**src/rtl/bfly_pair_buf.sv**
```systemverilog
// Radix-2 pairing buffer: stores the first half of each frame and presents every
// second-half block alongside its stored partner as registered butterfly operands.
module bfly_pair_buf #(
   parameter int INT   = 3,
   parameter int FLT   = 6,
   parameter int WIDTH = INT + FLT,
   parameter int DEPTH = 4,
   localparam int IW   = $clog2(DEPTH)
) (
   input  logic                    clk,
   input  logic                    rst,
   input  logic                    flush,
   input  logic                    in_valid,
   input  logic signed [WIDTH-1:0] din_re   [15:0],
   input  logic signed [WIDTH-1:0] din_im   [15:0],
   output logic                    out_valid,
   output logic signed [WIDTH-1:0] dout1_re [15:0],
   output logic signed [WIDTH-1:0] dout1_im [15:0],
   output logic signed [WIDTH-1:0] dout2_re [15:0],
   output logic signed [WIDTH-1:0] dout2_im [15:0],
   output logic [IW-1:0]           pair_idx,
   output logic                    frame_done
);

   typedef enum logic {FILL, PAIR} state_t;

   state_t        state_reg;
   logic [IW-1:0] cnt_reg;
   logic          last_blk;
   logic          wr_en;
   logic          rd_en;

   assign last_blk = (cnt_reg == IW'(DEPTH - 1));
   // FILL only writes and PAIR only reads, so one address serves both ports.
   assign wr_en    = !rst && !flush && in_valid && (state_reg == FILL);
   assign rd_en    = !rst && !flush && in_valid && (state_reg == PAIR);

   always_ff @(posedge clk) begin
      if (rst) begin
         state_reg  <= FILL;
         cnt_reg    <= '0;
         out_valid  <= 1'b0;
         frame_done <= 1'b0;
         pair_idx   <= '0;
      end else if (flush) begin
         state_reg  <= FILL;
         cnt_reg    <= '0;
         out_valid  <= 1'b0;
         frame_done <= 1'b0;
      end else begin
         out_valid  <= 1'b0;
         frame_done <= 1'b0;
         if (in_valid) begin
            // DEPTH is a power of two, so the increment wraps to 0 on the last block.
            cnt_reg <= cnt_reg + IW'(1);
            case (state_reg)
               FILL: begin
                  if (last_blk) state_reg <= PAIR;
               end
               PAIR: begin
                  out_valid  <= 1'b1;
                  pair_idx   <= cnt_reg;
                  frame_done <= last_blk;
                  if (last_blk) state_reg <= FILL;
               end
               default: state_reg <= FILL;
            endcase
         end
      end
   end

   generate
      for (genvar gi = 0; gi < 16; gi++) begin : g_lane
         logic signed [WIDTH-1:0] mem_re [DEPTH];
         logic signed [WIDTH-1:0] mem_im [DEPTH];
         logic signed [WIDTH-1:0] d1_re_reg;
         logic signed [WIDTH-1:0] d1_im_reg;
         logic signed [WIDTH-1:0] d2_re_reg;
         logic signed [WIDTH-1:0] d2_im_reg;

         always_ff @(posedge clk) begin
            if (wr_en) begin
               mem_re[cnt_reg] <= din_re[gi];
               mem_im[cnt_reg] <= din_im[gi];
            end
         end

         always_ff @(posedge clk) begin
            if (rst) begin
               d1_re_reg <= '0;
               d1_im_reg <= '0;
               d2_re_reg <= '0;
               d2_im_reg <= '0;
            end else if (rd_en) begin
               d1_re_reg <= mem_re[cnt_reg];
               d1_im_reg <= mem_im[cnt_reg];
               d2_re_reg <= din_re[gi];
               d2_im_reg <= din_im[gi];
            end
         end

         assign dout1_re[gi] = d1_re_reg;
         assign dout1_im[gi] = d1_im_reg;
         assign dout2_re[gi] = d2_re_reg;
         assign dout2_im[gi] = d2_im_reg;
      end
   endgenerate

endmodule

```
**config.mk**
```make
export PLATFORM = sky130hd
export DESIGN_NAME = bfly_pair_buf
export DESIGN_NICKNAME = d
export VERILOG_FILES = /design/src/rtl/bfly_pair_buf.sv
export SDC_FILE = /design/constraint.sdc
export NUM_CORES = 2
export LEC_CHECK = 0
export ABC_AREA = 1
export CAP_MARGIN = 30
export CORE_MARGIN = 5
export CORE_UTILIZATION = 30
export CTS_CLUSTER_SIZE = 24
export DETAILED_ROUTE_END_ITERATION = 10
export SYNTH_ARGS = -nofsm -noshare
export SYNTH_HDL_FRONTEND = slang
export SYNTH_SLANG_ARGS = --single-unit
export TNS_END_PERCENT = 100
```
**constraint.sdc**
```tcl
create_clock -name clk -period 23.3 [get_ports clk]
set_input_delay 4.66 -clock clk [delete_from_list [all_inputs] [get_ports clk]]
set_output_delay 4.66 -clock clk [all_outputs]
set_load 0.05 [all_outputs]
```
==> flow_summary.yaml <==
grt:
  grt_usage: 0.1677
  grt_pass1_vias: 42180
  overflow: 0
  antenna_found_initial: 21
  grt_pass1_wl_um: 284800
  grt_max_degree: 189
clocking:
  cts_tree: "built"
  cts_buffer_depth: 3
  htreeDepth: 4
  cts.sinks: 1735
  clock_latency_ns: 0.83
  clockRootBuffer: "clkbuf_16"
  cts_buffers: 184
  post-cts-setup-buffers: 0
  holdBufCountCts: 0
  cts_resized: 0
  clkSlewWorstSetupHoldPaths_ns: 0.06
setup_path:
  r2r_setup_slack_ns: 18.08
  path_max_fanout: 49
  reg2reg_from: "cnt_reg[0]"
  end_kind: "flop"
  critical_path_class: "in -> reg"
  r2r_cells: 7
  required_ns: 23.74
  crit_path_start_kind: "input pin"
  r2r_end: "g_lane[0].mem_re[1][4]"
  cp.arrival_ns: 8.92
final_layout:
  finalNonFillerCells: 9351
  area_delta_synth_final_pct: 27.30
  drive_gt1_frac: 0.05355
  final_cell_mix: "nand2_1 (1446), edfxtp_1 (1152), clkdlybuf4s50_1 (870), nor2_1 (583), dfxtp_1 (581)"
  nets: 6653
  largestRegisters: "g_lane.mem_im x576, g_lane.mem_re x576"
  layout_commonest_cell: "nand2_1"
yosys:
  ys_types: 21
  yosys_warnings: 0
  synthXorXnorAreaFrac: 0
  yosys.area_share.simple: 0.1655
  yosysSeqAreaShare: 0.7260
  synth_mux_area_frac: 0
  synth_area_sq_um: 63720
  synth.avg_cell_area_sq_um: 11.35
  synth_cells: 5615
  synth_top_family_by_area: "simple AND/OR/NAND/NOR gates"
  synth_compound_area_frac: 0.07960
  synthAdderAreaFrac: 0.0007854
  ys_seq_elements: 1735
  synth.net_count: 5911
placement:
  dp_hpwl_um: 122500
  numPortBuffers: 871
  place_congestion: 0.7968
  dp_cells: 8990
min_path:
  min_path_cells: 2
  holdPathEnd: "g_lane[14].d2_im_reg[3]"
  hp-class: "reg -> reg"
  hold_start: "g_lane[14].d2_im_reg[3]"
power:
  ir_drop_mv: 0.07385
  power.total_uw: 6470
  power_density_nw_per_um2: 79.76
  p_leak_uw: 0.03091
routing:
  route.vias.total: 43717
  wl_per_cell_um: 20.72
  postRouteAntennaNets: 0
  drt-total-wl_um: 193700
  drtIter0Drc: 3196
  drcViolationCount: 0
  firstDrtPassIters: 6
  viasPerCell: 4.675
sta:
  max_slew_margin: 0.2008
  fin_crit_ns: 8.481
  fmax_mhz: 117.9
  whs_ns: 0.5031
  final-max-slew-violation-count: 0
  fin_tns_setup_ns: 0
  finalCritPeriodShare: 0.3640
  setup_viol: 0
  tightest_slew_ns: 1.199
  grt_setup_unrepaired: "no"
  fin_worst_skew_ns: 0.02805
  final_hold_viol_count: 0
floorplan:
  io_pins: 872
  rows: 169
  die_area_sq_um: 221700
  coreArea_sq_um: 211700
  start_util: 0.3011
  die_w_um: 470.9
  die_h_um: 470.9
flow_run:
  maxCapViolations: 0
status:
  status: "finished, final reports clean"
-- where the power goes --
group          switching, uW  total [uW]  internal, uW
registers               8.07        3310          3300
logic                    171         263          92.0
clock network           1230        2900          1660
-- stage by stage --
| stage | area [sq um] | setup slack, ns | util |
|---|---|---|---|
| final | 81120 | 14.82 | 0.3833 |
| after global placement | 74800 | 13.46 | 0.3534 |
| after detailed placement | 74960 | 13.98 | 0.3542 |
| after global routing | 81100 | 14.64 | 0.3831 |
| after CTS | 81030 | 14.88 | 0.3828 |
| after floorplan | 63720 | 5.107 | - |
-- cell families (layout without fill, tap and decap cells) --
kind of cell | count (synthesis) | in the layout
AND/OR/NAND/NOR | 2614 | 2614
flip-flops | 1735 | 1735
AO/OA/AOI/OAI | 869 | 869
buffers and inverters | 393 | 1295
adder cells (fa/ha/maj) | 4 | 4
other | 0 | 13
-- worst max-delay path, stage by stage --
cell	delay (ns)
clkdlybuf4s50_1	0.64
inv_1	0.14
nor2_1	0.11
nand3_1	0.30
nor2_4	0.78
buf_4	0.68
buf_4	0.69
buf_4	0.73
-- layer usage --
metal	vias up	GRT usage	wire length, um	share of wire
li1	20868	-	-	-
met1	21352	0.2211	83850	0.43
met2	1261	0.2760	92260	0.48
met3	226	0.04281	13310	0.069
met4	10	0.04289	4249	0.022
met5	-	0	69	0.00036
-- cell usage after synthesis --
cell	n	area [sq um]
buf_4	17	127.6
buf_2	194	970.9
o21ai_0	273	1366
nor3_1	2	10.01
nor2_1	587	2203
nand3_1	577	2888
a211oi_1	1	7.510
edfxtp_1	1152	34590
o21bai_1	288	2162
ha_1	4	50.05
dfxtp_1	583	11670
inv_1	8	30.03
nand2_1	1446	5428
buf_6	1	11.26
inv_2	2	7.510
o21ai_1	17	85.08
buf_1	21	78.83
nor2_4	1	11.26
nor2_2	1	6.260
a21oi_1	290	1451
clkbuf_1	150	563.0
-- worst max path at each step --
| stage | from | slack [ns] | end | cells after the start |
|---|---|---|---|---|
| after global placement | rst | 13.46 | g_lane[11].mem_im[1][1] | 7 |
| final | in_valid | 14.82 | g_lane[0].mem_re[1][4] | 8 |
| after global routing | in_valid | 14.64 | g_lane[11].mem_im[1][3] | 8 |
| after CTS | in_valid | 14.88 | g_lane[11].mem_im[1][3] | 8 |
| after detailed placement | in_valid | 13.98 | g_lane[0].mem_re[1][3] | 8 |
| after floorplan | rst | 5.11 | g_lane[0].mem_im[0][0] | 5 |
-- area by class of cell --
cell class              count  area (sq um)
inverters                  10         67.56
well taps                2821          3530
clock buffers             260          5130
flip-flops and latches   1735         46270
diodes                     13         32.53
multi-input cells        3487         15700
fillers                 20217        130500
clock inverters            86         942.2
repair buffers            939          9444
Note: power is estimated with default switching activity, not from simulation.
